$ cat src/rtl/uart_tx_arbiter.sv
// Round-robin, message-granular arbiter sharing one UART transmitter among
// NUM_REQ byte-stream requesters; a grant ends on req_last or after MAX_BURST bytes.
module uart_tx_arbiter #(
  parameter int DATA_WIDTH = 8,
  parameter int NUM_REQ    = 4,
  parameter int MAX_BURST  = 16
) (
  input  logic                          clk,
  input  logic                          reset_n,
  input  logic                          ena,
  input  logic [NUM_REQ*DATA_WIDTH-1:0] req_data,
  input  logic [NUM_REQ-1:0]            req_valid,
  input  logic [NUM_REQ-1:0]            req_last,
  output logic [NUM_REQ-1:0]            req_ready,
  output logic [DATA_WIDTH-1:0]         tx_data,
  output logic                          tx_valid,
  input  logic                          tx_ready,
  output logic [NUM_REQ-1:0]            grant,
  output logic                          busy,
  output logic                          burst_cut
);

  localparam int unsigned IW = $clog2(NUM_REQ);
  localparam int unsigned CW = $clog2(MAX_BURST) + 1;
  localparam int unsigned NR = NUM_REQ;
  localparam logic [IW-1:0] LAST_IDX = IW'(NUM_REQ - 1);
  localparam logic [CW-1:0] CNT_MAX  = CW'(MAX_BURST - 1);
  localparam logic [NUM_REQ-1:0] ONE = NUM_REQ'(1);

  typedef enum logic {IDLE, XFER} state_t;

  state_t                 state;
  logic [IW-1:0]          owner;
  logic [IW-1:0]          last_owner;
  logic [CW-1:0]          count;
  logic [DATA_WIDTH-1:0]  data_q;

  logic [DATA_WIDTH-1:0]  slices [NUM_REQ];
  logic [DATA_WIDTH-1:0]  owner_data;
  logic                   owner_valid;
  logic                   owner_last;
  logic                   fire;
  logic [IW-1:0]          pick;
  logic                   pick_ok;
  logic [IW:0]            cand;

  always_comb begin
    for (int unsigned i = 0; i < NR; i++) begin
      slices[i] = req_data[i*DATA_WIDTH +: DATA_WIDTH];
    end
  end

  assign owner_data  = slices[owner];
  assign owner_valid = req_valid[owner];
  assign owner_last  = req_last[owner];
  assign busy        = (state == XFER);
  assign fire        = tx_valid & tx_ready;

  // Search upward from last_owner+1 with wrap; the first hit wins.
  always_comb begin
    pick    = '0;
    pick_ok = 1'b0;
    cand    = '0;
    for (int unsigned k = 1; k <= NR; k++) begin
      cand = {1'b0, last_owner} + (IW+1)'(k);
      if (cand >= (IW+1)'(NR)) cand = cand - (IW+1)'(NR);
      if (!pick_ok && req_valid[cand[IW-1:0]]) begin
        pick    = cand[IW-1:0];
        pick_ok = 1'b1;
      end
    end
  end

  // Data path is combinational from the owner; tx_data falls back to the
  // last transferred byte so a non-owner byte can never appear.
  always_comb begin
    tx_valid  = 1'b0;
    req_ready = '0;
    tx_data   = data_q;
    if (state == XFER && ena && owner_valid) begin
      tx_valid         = 1'b1;
      tx_data          = owner_data;
      req_ready[owner] = tx_ready;
    end
  end

  always_ff @(posedge clk or negedge reset_n) begin
    if (!reset_n) begin
      state      <= IDLE;
      grant      <= '0;
      owner      <= '0;
      last_owner <= LAST_IDX;
      count      <= '0;
      data_q     <= '0;
      burst_cut  <= 1'b0;
    end else begin
      burst_cut <= 1'b0;
      if (ena) begin
        case (state)
          IDLE: begin
            if (pick_ok) begin
              state <= XFER;
              owner <= pick;
              grant <= ONE << pick;
              count <= '0;
            end
          end
          XFER: begin
            if (fire) begin
              data_q <= owner_data;
              if (owner_last || count == CNT_MAX) begin
                state      <= IDLE;
                grant      <= '0;
                last_owner <= owner;
                burst_cut  <= !owner_last;
              end else begin
                count <= count + 1'b1;
              end
            end
          end
          default: state <= IDLE;
        endcase
      end
    end
  end

endmodule

$ cat config.mk
export PLATFORM = sky130hd
export DESIGN_NAME = uart_tx_arbiter
export DESIGN_NICKNAME = d
export VERILOG_FILES = /design/src/rtl/uart_tx_arbiter.sv
export SDC_FILE = /design/constraint.sdc
export NUM_CORES = 1
export LEC_CHECK = 0
export BUFFER_PORTS_ARGS = -buffer_cell sky130_fd_sc_hd__buf_4
export CORE_MARGIN = 1
export CORE_UTILIZATION = 40
export DETAILED_ROUTE_END_ITERATION = 16
export PLACE_DENSITY = 0.74
export SLEW_MARGIN = 20
export SYNTH_ARGS = -nofsm -noshare
export SYNTH_HDL_FRONTEND = slang
export SYNTH_SLANG_ARGS = --single-unit
$ cat constraint.sdc
create_clock -name clk -period 1.9 [get_ports clk]
set_input_delay 0 -clock clk [delete_from_list [all_inputs] [get_ports clk]]
set_output_delay 0 -clock clk [all_outputs]
set_load 0.05 [all_outputs]
==> results list, run 1 <==
* Filler cell count: a little over 300
* Weighted congestion reported at the end of routability-driven placement: 0.752
* Synthesized area per cell: 12.1 sq um
* Area added between synthesis and finish: 53.9%
* Leading post-synthesis cells by instance count: dfrtp_1 (21), mux2_2 (21), mux4_2 (9)
- Insertion delay of the later-clocked pin in the worst-skew pair: 260 ps
- The die covers 0.00413 sq mm.
- Pwr per Cell Area: 1650 mW/mm^2
- For this run the aggregate overflow at the end of global routing stands at 0.
* Synth area leader: dfrtp_1
* Worst path max stage delay: 420 ps
- Of the available clock period, the critical path in the final layout requires 105%.
* All-Layer GR Usage: between 10% and 20%
- The worst pin sits at a relative slew slack of 61.7%.
- Number of cells produced by synthesis: 128
- The Yosys step of the flow raised 0 warnings.
- For flop-to-flop paths, the worst setup slack is -90 ps.
* Final setup viols: 15
* Family of cells with the greatest summed delay on the critical path: simple AND/OR/NAND/NOR gates
- The initial utilization of the core area, before any placement, comes to 42.0%.
- Dividing the detail-routed via count by the number of cells gives 5.46.
- Of all flip-flops after synthesis, the portion carrying an async set or reset was between 90% and 100%.
* Wire length per cell after detailed routing: about 16 microns
- STA classifies the critical path endpoint as a flop.
- After layout, the design draws a total of about 3900 uW.
* Fraction of post-synthesis cell area in the top cell type by area: between 30% and 40%
- At the pin with the least slew margin, the transition time is 574 ps.
- Wirelength, routed: 3.97 mm
- In this run the remaining antenna-violating nets after routing total 0.
* Total buffers and inverters traversed by the critical path: 1
* Type of the worst setup path: flop to flop
* CP max-delay cell: or4_4
- Data on the critical path is required at its endpoint by between 2000 and 2500 ps.
- Number of cells on the critical path: 8
- The tool flagged a number of max-cap violations equal to 0.
* Number of cells on the worst reg-to-reg path: 8
- The endpoint identified for the worst register-to-register timing path is count[3].
- Die span in x: 64.2 microns
- The die is 64.2 microns tall.
- The via count of the first global-routing pass came to 1401.
- First-pass GRT wire length: 6.35 mm
- The synthesized netlist occupies a cell area of 0.00155 sq mm.
- DP Wirelength: 2.89 mm
* Synth Flop Type: dfrtp_1
* Root Buffer Master: clkbuf_8
- Leakage power total: 0.00109 uW
* Accumulated negative setup slack: -460 ps
- The final number of hold-violating endpoints came to 0.
- In this run the standard cell core region covers 0.00369 sq mm.
- Cts bufs inserted: 3
* Clock tree sinks: 23
- Initial drt markers: 26
- First-pass iteration count of the detailed router: 4
- I/O pin count: 63
- Maximum clock rate: 0.502 GHz
- The synthesized design contains 0 enable-type register cells.
- Data arrives at the worst endpoint at roughly 2200 ps.
* Antenna cells: 0
- Count of unresolved DRC violations after routing: 0
* Final core utilization: 64.6%
* Sequential element share of the synthesized area: 37.3%
- The flow ran to the end, but the final reports show violations.
- Entering global routing, the biggest net connects 24 pins.
- Syn nets: 174
- Worst clock skew: 2.18 ps
- Minimum period implied by the final worst setup slack: around 2000 ps
* Cell Chain, Critical Path: ha_2 > and3_4 > ha_4 > and3b_1 > a222oi_1 > buf_4 > or4_4 > a21oi_2
- The initial antenna violation count is 0.
- Worst Path Max Fanout: 4
* H-tree levels: 1
- Deepest clock path buffer count: 2
- Unrepaired setup endpoints after global routing: yes
- Cell variety after synth: 40
- The worst register-to-register path begins at count[0].
* Pre-CTS setup slack: -57.8 ps
- Clock Pin Slew Worst Setup and Hold Paths: ~80 ps
* Final critical-path setup slack: -92.0 ps
- Summing over every cut layer, the via total after detailed routing is 1371.
* Net count reported at finish: 250
- TritonCTS built the clock tree.
- Most area-consuming cells after synthesis: dfrtp_1 (34%), mux2_2 (15%), mux4_2 (13%)
* Crit. Startpoint: count[0]
- Count of standard-cell rows: 22
- The max-slew violation count is 0.
- STA classifies the critical path startpoint as a flop.
- Worst setup path endpoint: count[3]
- Peak ir drop on the vdd network: 0.927 mV
- During placement, the flow inserted port buffers numbering 62.
- After synthesis the netlist holds a flip-flop and latch count of 23.
- Violations in the final reports: negative setup slack
- The worst hold path belongs to the class input port to async pin.
- The post-route netlist has about two thirds of its cells at a drive strength greater than 1.
per-stage QoR:
step | cell area (sq um) | hold WS (ps) | std cells
5_1_grt | 2380 | 183 | 251
2_1_floorplan | 1580 | -296 | 128
6_report | 2380 | 158 | 251
3_3_place_gp | 2130 | -89.1 | 239
3_5_place_dp | 2130 | -84.7 | 239
4_1_cts | 2260 | 154 | 248
cell families after synthesis:
family          Yosys count  share of synthesized area (%)
mux                      34                           31.4
compound gates           24                           11.6
buf+inv                  15                           5.01
flops                    23                           37.3
fa+ha+maj                 2                           1.62
simple gates             30                           13.1
sequential cells by signal, summed over array words and instances, names as in the netlist:
| signal | cells |
|---|---|
| data_q | 8 |
| burst_cut | 1 |
| last_owner | 2 |
| owner | 2 |
| grant | 4 |
| busy | 1 |
| count | 5 |
worst min-delay path by stage:
stage                             from   endpoint  slack, ps  cells past startpoint
final                          reset_n   grant[3]        160                      2
after global routing           reset_n   count[0]        180                      2
after CTS                 req_valid[2]   grant[0]        150                      4
after detailed placement       reset_n   grant[0]        -80                      1
after global placement         reset_n   grant[0]        -90                      1
after floorplan                reset_n  burst_cut       -300                      0
cells in the final DEF (no fill, tap or decap), types with 3 or more instances in the layout:
cell type  count
inv_1          6
dfrtp_2        3
and3b_1        3
nor2b_1        4
mux4_2         9
buf_6          9
mux2_4         8
o21ai_0        4
clkbuf_8       3
nand2b_1       4
dfrtp_1       18
mux2_2        13
nor3_1         3
buf_4         68
area by class of cell:
cell class	count	area, sq um	share of cell area (%)
tap	48	60.1	2.52
multi-input combinational	90	1010	42.3
sequential	23	582	24.4
inverter	6	22.5	0.945
timing repair buffer	80	667	28.0
clock buffer	4	45.0	1.89
where the power goes:
group	leakage, uW	internal (uW)	switching [uW]
clock network	0.0000228	150	158
logic	0.000787	1320	1390
registers	0.000281	716	205
total	0.00109	2180	1750
metal layers:
| layer | global-route usage (%) | routed length, microns |
|---|---|---|
| met3 | 4.64 | 137 |
| met4 | 4.72 | 65 |
| met1 | 25.7 | 1730 |
| met2 | 33.6 | 2040 |
| met5 | 0 | 0 |
what timing repair did:
| item | in CTS | in global routing |
|---|---|---|
| hold buffers | 1 | 0 |
| endpoints found under the setup margin | 17 | 18 |
| pin swaps | 2 | 1 |
| cloned | 0 | 1 |
| hold endpoints to repair | 23 | 0 |
| setup buffers | 5 | 3 |
| gates resized for setup | 12 | 18 |
Note: power is estimated with default switching activity, not from simulation.
==> inputs of run 2 (changes only) <==
--- a/config.mk
+++ b/config.mk
@@ -9,8 +9,10 @@
 export CORE_MARGIN = 1
 export CORE_UTILIZATION = 40
 export DETAILED_ROUTE_END_ITERATION = 16
-export PLACE_DENSITY = 0.74
+export PLACE_DENSITY = 0.77
+export REMOVE_ABC_BUFFERS = 1
 export SLEW_MARGIN = 20
 export SYNTH_ARGS = -nofsm -noshare
 export SYNTH_HDL_FRONTEND = slang
 export SYNTH_SLANG_ARGS = --single-unit
+export TNS_END_PERCENT = 30
==> run 2 against run 1 <==
  * The run still ends with negative setup slack left
  * Sequential power down 1%
  * First-iteration DRC count up 7.7%
  * Clock power up 2%
  * Utilization up 1.6 points
  * Flip-flop and latch count unchanged
  * Sequential share of layout area down 0.63 points
  * Non-clock buffer count up 5
  * Critical path type unchanged
  * Critical endpoint is now count[1]
  * Largest cell class unchanged
==> results list, run 2 (synthesized netlist as in run 1, its figures left out) <==
- The overall track demand over capacity in global routing is 21.6% (+1.7 points).
- The tightest min-delay check is of the input port to flop type.
* Total Die Area: 0.00413 sq mm (unchanged)
- Final cell count without fillers: 257 (+2.4%)
- The number of maximum-capacitance violations came to 0 (unchanged).
- WHS: 147 ps (-10.9 ps)
- The placement-stage worst setup slack was -142 ps (-84.4 ps).
- Weighted congestion reported at the end of routability-driven placement: 0.755 (+0.39%)
* Count of vias placed by the detailed router: 1452 (+5.9%)
- Setup repair after global routing could not meet its margin everywhere.
- The post-detailed-route via-to-cell ratio is 5.65 (+3.4%).
- The endpoint identified for the worst register-to-register timing path is count[1].
* Insertion delay of the later-clocked pin in the worst-skew pair: 270 ps (about the same)
* Required time of the critical path: 2050 ps (-50 ps)
- The width of the chip came to 64.2 microns (unchanged).
- Count of unresolved DRC violations after routing: 0 (unchanged)
- Ratio of cells with drive above 1 in the final layout: 67.9% (+0.95 points)
- Net count reported at finish: 256 (+2.4%)
- The time the worst path needs with I/O delays and setup came to 2160 ps (+164 ps).
- Peak ir drop on the vdd network: 1.00 mV (+7.9%)
* Pin count of the biggest net entering global routing: 24 (unchanged)
* Number of cells on the worst reg-to-reg path: 8 (unchanged)
- The count of port buffers added during placement was 62 (unchanged).
* Worst Tran Pin Value: 528 ps (-46.5 ps)
- Number of hold violations in the final report: 0 (unchanged)
- Leakage power total: 0.00112 uW (+2.9%)
* Worst clock skew: 1.47 ps (-0.715 ps)
- I/O pin count: 63 (unchanged)
* Cts bufs inserted: 3 (unchanged)
- The overflow left after global routing was 0 (unchanged).
* First-pass GRT wire length: 6.76 mm (+6.4%)
- The CTS H-tree depth is 1 (unchanged).
- Count of standard-cell rows: 22 (unchanged)
* Outcome: complete, but fails checks
- Hold Path Depth: 4
- Instance count after placement with tap cells included: 244 (+2.1%)
* Multi-input gate area: 0.00103 sq mm (+2.1%)
- The startpoint identified for the worst register-to-register timing path is count[1].
- The root buffer cell chosen for the clock tree is clkbuf_8.
* Number of pins exceeding their max-slew limit in the final report: 0 (unchanged)
* Accumulated negative setup slack: -2030 ps (-1560 ps)
- Largest register FFs: 8 (unchanged)
* Flip-flop and latch area: 581 sq um (-0.22%)
* DP Wirelength: 3.07 mm (+6.3%)
- The number of setup violations in the final report was 15 (unchanged).
- In the layout the commonest cells are buf_4 (69), dfrtp_1 (19), mux2_2 (13), buf_6 (13), mux4_2 (9).
- The area inside the core boundary came to 0.00369 sq mm (unchanged).
- Deepest clock path buffer count: 2 (unchanged)
- Area added between synthesis and finish: 57.6%
* Register containing the most flip-flops in the final layout: data_q
* Worst Path Max Fanout: 4 (unchanged)
- The final antenna diode count was 0 (unchanged).
* Die Height: 64.2 microns (unchanged)
- CTS tree: done
- Effective utilization at floorplan: 42.0% (unchanged)
- The number of iterations in the first detailed-routing pass came to 4 (unchanged).
- The post-route antenna net violation count was 0 (unchanged).
- Hold EP: grant[0]
- Vias in the first global route: 1473 (+5.1%)
- Maximum clock rate: 0.464 GHz (-7.6%)
- Reg-to-reg slack, setup: -260 ps (-160 ps)
- The worst setup path is captured at a flop.
- The register clock-pin slew on the reported worst setup and hold paths was 80 ps (about the same).
* Start point of the worst hold path: req_valid[2]
* Initial drt markers: 28 (+7.7%)
- Wirelength, routed: 4.56 mm (+15%)
- The number of clock sinks is 23 (unchanged).
- Number of antenna violations at the first check in global routing: 0 (unchanged)
- Leaving out fill and tap cells, the most frequent cell in the layout is buf_4.
- Type of the worst setup path: flop to flop
- The final routed wire length divided by cell count is 17.8 microns (+12%).
- Final critical-path setup slack: -256 ps (-164 ps)
- Pwr per Cell Area: 1660 mW/mm^2 (+0.87%)
- The headroom to the max-slew limit came to 64.8% (+3.1 points).
- The core occupancy in the finished layout came to 66.2% (+1.6 points).
- The largest registers in the layout are data_q: 8 flops, count: 5 flops, grant: 4 flops.
- The worst setup path is launched from a flop.
- The number of filler cells placed in the layout came to 276 (-8.6%).
* WP data arrival: 2300 ps (+110 ps)
- The final reports fail on negative setup slack.
- Part of the cycle the worst path needs: 113% (+8.6 points)
run 2: area by class of cell:
class                   count  share of cell area (%)
multi-input cells          91                    42.1
repair buffers             85                    28.9
flip-flops and latches     23                    23.8
well taps                  48                    2.46
clock buffers               4                    1.85
inverters                   6                   0.923
run 2: critical path: stages, from the launching register on:
cell and delay, ps:
dfrtp_1 370, ha_2 190, and3_4 180, ha_4 140
and3b_2 220, a222oi_1 530, buf_4 240, buf_6 110
o31ai_2 60
run 2: layer usage:
metal | share of wire (%) | vias up | GRT usage (%) | wire (microns)
li1 | - | 661 | - | -
met1 | 39 | 728 | 25.3 | 1770
met2 | 55 | 53 | 40.6 | 2510
met3 | 4.7 | 10 | 2.68 | 213
met4 | 1.6 | 0 | 6.67 | 72
met5 | 0 | - | 0 | 0
run 2: power by group:
group | leakage, uW | internal (uW) | switching [uW]
Clock | 0.0000228 | 150 | 163
Sequential | 0.000282 | 714 | 197
Combinational | 0.000818 | 1350 | 1490
Total | 0.00112 | 2220 | 1850
run 2: worst max-delay path by stage:
stage / from / to / slack (ps) / depth (start not counted)
detailed placement: count[1] / count[3] / -140 / 8
finish: count[1] / count[1] / -260 / 8
CTS: count[0] / count[3] / -150 / 8
global placement: count[0] / grant[3] / -100 / 7
floorplan: owner[0] / req_ready[0] / -640 / 3
global route: count[1] / count[2] / -360 / 8
run 2: through the flow:
step                      area (sq um)  power (uW)
after CTS                         2320        3860
after global placement            2130        3150
after global routing              2440        4260
final                             2440        4060
after detailed placement          2130        3220
after floorplan                   1490        2450
run 2: timing repair:
action / in CTS / in global routing
pin swaps: 3 / 10
hold endpoints to repair: 23 / 0
gates resized for setup: 26 / 20
buffers inserted: 3 / 4
setup endpoints to repair: 19 / 21
hold buffers: 1 / 0
gates cloned: 1 / 0
==> inputs of run 3 (changes only) <==
--- a/config.mk
+++ b/config.mk
@@ -11,6 +11,7 @@
 export DETAILED_ROUTE_END_ITERATION = 16
 export PLACE_DENSITY = 0.77
 export REMOVE_ABC_BUFFERS = 1
+export SKIP_LAST_GASP = 1
 export SLEW_MARGIN = 20
 export SYNTH_ARGS = -nofsm -noshare
 export SYNTH_HDL_FRONTEND = slang
==> run 3 against run 2 <==
  * The run still ends with negative setup slack left
  * Sequential power shrank 0.8%
  * Die area unchanged
  * Via count is 0.76% lower
  * Utilization decreased by 1.5 points
  * Non-clock buffer count is the same
  * Critical endpoint unchanged
  * Count of clock-buffer cells in the layout unchanged
  * First-iteration DRC count rose by 18%
  * Setup slack improved by 5.7 ps
  * Register-to-register slack about the same
  * Clock skew rose by 3.4 ps
  * Highest routed layer unchanged
  * Largest power group unchanged
  * Flip-flop and latch count unchanged
==> results list, run 3 (synthesized netlist as in run 1, its figures left out) <==
- The via count of the routed design is 1441 (-0.76%).
- The worst vdd rail ir drop was 0.981 mV (-2.0%).
- The first-pass GRT wire length was 6.71 mm (-0.83%).
- Number of antenna violations at the first check in global routing: 0 (unchanged)
- All-Layer GR Usage: 21.5% (-0.15 points)
* Required time of the critical path: 2050 ps (about the same)
* WP data arrival: 2300 ps (about the same)
- Tracing the worst setup path back leads to its startpoint at count[1].
- Pre-CTS setup slack: -142 ps (unchanged)
* Worst setup path endpoint: count[1]
* Commonest non-fill, non-tap cell in the layout: buf_4
- The buffers plus inverters on the worst setup path was 2 (unchanged).
- The worst hold path belongs to the class input port to flop.
- Worst Path Max Fanout: 4 (unchanged)
* Number of hold violations in the final report: 0 (unchanged)
- Cts bufs inserted: 3 (unchanged)
* Capturing element type of the critical path: flop
* Flip-flop and latch area: 581 sq um (unchanged)
- Weighted congestion reported at the end of routability-driven placement: 0.755 (unchanged)
- Ratio of cells with drive above 1 in the final layout: 67.0% (-0.96 points)
* Crit Reg-Reg Endpoint: count[1]
* Number of pins exceeding their max-slew limit in the final report: 0 (unchanged)
- The post-detailed-route via-to-cell ratio is 5.61 (-0.76%).
* Residual overflow from global routing: 0 (unchanged)
- From synthesis to final layout, the design area changed by 54.0%.
- The total stage count of the critical path was 8 (unchanged).
- Unrepaired setup endpoints after global routing: yes
* Insertion delay of the later-clocked pin in the worst-skew pair: 270 ps (about the same)
* Area of the core region: 0.00369 sq mm (unchanged)
* Accumulated negative setup slack: -2290 ps (-270 ps)
- Deepest clock path buffer count: 2 (unchanged)
- Outcome: complete, but fails checks
- The count of port buffers added during placement came to 62 (unchanged).
- Violations in the final reports: negative setup slack
- Root Buffer Master: clkbuf_8
* Part of the cycle the worst path needs: 113% (-0.30 points)
* Count of standard-cell rows: 22 (unchanged)
- Maximum clock rate: 0.465 GHz (+0.26%)
- The final worst setup slack is -250 ps (+5.66 ps).
- The worst stage delay on the critical path was 530 ps (about the same).
- In the final layout, the registers with the most flip-flops are data_q: 8 flops, count: 5 flops, grant: 4 flops.
- The count of routing violations after the opening detailed-route iteration is 33 (+18%).
- Net count reported at finish: 256 (unchanged)
- The height of the die is 64.2 microns (unchanged).
- Reg-to-reg slack, setup: -250 ps (about the same)
- The number of setup violations in the final report came to 19 (+4).
- The leakage component of the power came to 0.00109 uW (-2.8%).
* Die span in x: 64.2 microns (unchanged)
* CTS tree: done
- First-pass iteration count of the detailed router: 4 (unchanged)
* Count of unresolved DRC violations after routing: 0 (unchanged)
* Clock Pin Slew Worst Setup and Hold Paths: 80 ps (about the same)
- I/O pin count: 63 (unchanged)
* Pin count of the biggest net entering global routing: 24 (unchanged)
- The smallest hold slack is 150 ps (+2.92 ps).
* Type of the worst setup path: flop to flop
- Register containing the most flip-flops in the final layout: data_q
* Wirelength, routed: 4.46 mm (-2.3%)
* Antenna cells: 0 (unchanged)
- Largest register FFs: 8 (unchanged)
* Startpoint of the worst-slack reg-to-reg timing path: count[1]
* Total Die Area: 0.00413 sq mm (unchanged)
- The transition time at the pin with the least slew margin was 520 ps (-7.73 ps).
- Effective utilization at floorplan: 42.0% (unchanged)
- In the layout the commonest cells are buf_4 (76), dfrtp_1 (19), mux2_2 (17), mux4_2 (9), buf_6 (7).
- The worst clock skew is 4.91 ps (+3.44 ps).
* Minimum period implied by the final worst setup slack: 2150 ps (-5.66 ps)
- The signal on the critical path passes through ha_2 > and3_4 > ha_4 > and3b_2 > a222oi_1 > buf_4 > buf_6 > o31ai_2.
- The worst setup path is launched from a flop.
- Start point of the worst hold path: req_valid[2]
- Pwr per Cell Area: 1650 mW/mm^2 (-1.0%)
- CP max-delay cell: a222oi_1
- The post-route antenna net violation count was 0 (unchanged).
* Vias in the first global route: 1458 (-1.0%)
- The sum of net half-perimeters after detailed placement was 3.07 mm (unchanged).
* Family of cells with the greatest summed delay on the critical path: compound AO/OA/AOI/OAI gates
- Slew HR: 65.3% (+0.52 points)
- Max-cap viol count: 0 (unchanged)
- H-tree levels: 1 (unchanged)
* Filler cell count: 283 (+2.5%)
- Multi-input gate area: 0.00100 sq mm (-2.4%)
- The final routed wire length divided by cell count came to 17.3 microns (-2.3%).
- The number of clock sinks is 23 (unchanged).
- The cell depth of the worst flop-to-flop path was 8 (unchanged).
run 3: cell count changes in the layout (fill, tap and decap cells not counted):
cell    change
buf_4       +7
buf_6       -6
buf_8       -1
mux2_2      +4
mux2_4      -4
nor3_1      +2
nor3_2      -2
run 3: metal layers:
layer / track usage (%) / vias to the layer above / share of wire [%]
met4: 6.67 / 0 / 1.8
li1: - / 661 / -
met3: 2.86 / 9 / 4.5
met5: 0 / - / 0
met2: 39.8 / 46 / 55
met1: 25.5 / 725 / 39
run 3: where the power goes:
group	leakage (uW)	internal, uW	switching, uW
Clock	0.0000228	150	161
Combinational	0.000786	1270	1450
Sequential	0.000282	714	190
Total	0.00109	2130	1800
run 3: through the flow:
stage,instances,utilization [%],cell area [sq um],power (uW)
floorplan,119,-,1490,2450
global placement,244,57.8,2130,3150
detailed placement,244,57.8,2130,3220
CTS,253,62.1,2290,3780
global route,257,64.7,2390,4140
finish,257,64.7,2390,3930
run 3: how the worst min path moves through the flow:
stage / to / slack, ps / depth (start not counted)
2_1_floorplan: burst_cut / -300 / 0
3_3_place_gp: data_q[2] / -90 / 1
3_5_place_dp: data_q[2] / -80 / 1
4_1_cts: grant[0] / 140 / 4
5_1_grt: grant[0] / 160 / 4
6_report: grant[0] / 150 / 4
run 3: cell type report:
cell class | count | area share [%]
Timing Repair Buffer | 85 | 28.3
Clock buffer | 4 | 1.89
Multi-Input combinational cell | 91 | 42.1
Tap cell | 48 | 2.52
Inverter | 6 | 0.944
Sequential cell | 23 | 24.3
run 3: worst register-to-register path: stages (launching register included):
cell      delay (ps)
dfrtp_1          370
ha_2             190
and3_4           190
ha_4             140
and3b_2          220
a222oi_1         530
buf_4            240
buf_6            110
o31ai_2           60
run 3: what timing repair did:
item,in CTS,in global routing
hold buffers,1,0
cloned,1,0
pin swaps,3,9
endpoints found under the setup margin,19,21
resized for setup,18,14
hold endpoints to repair,23,0
setup buffers,3,4
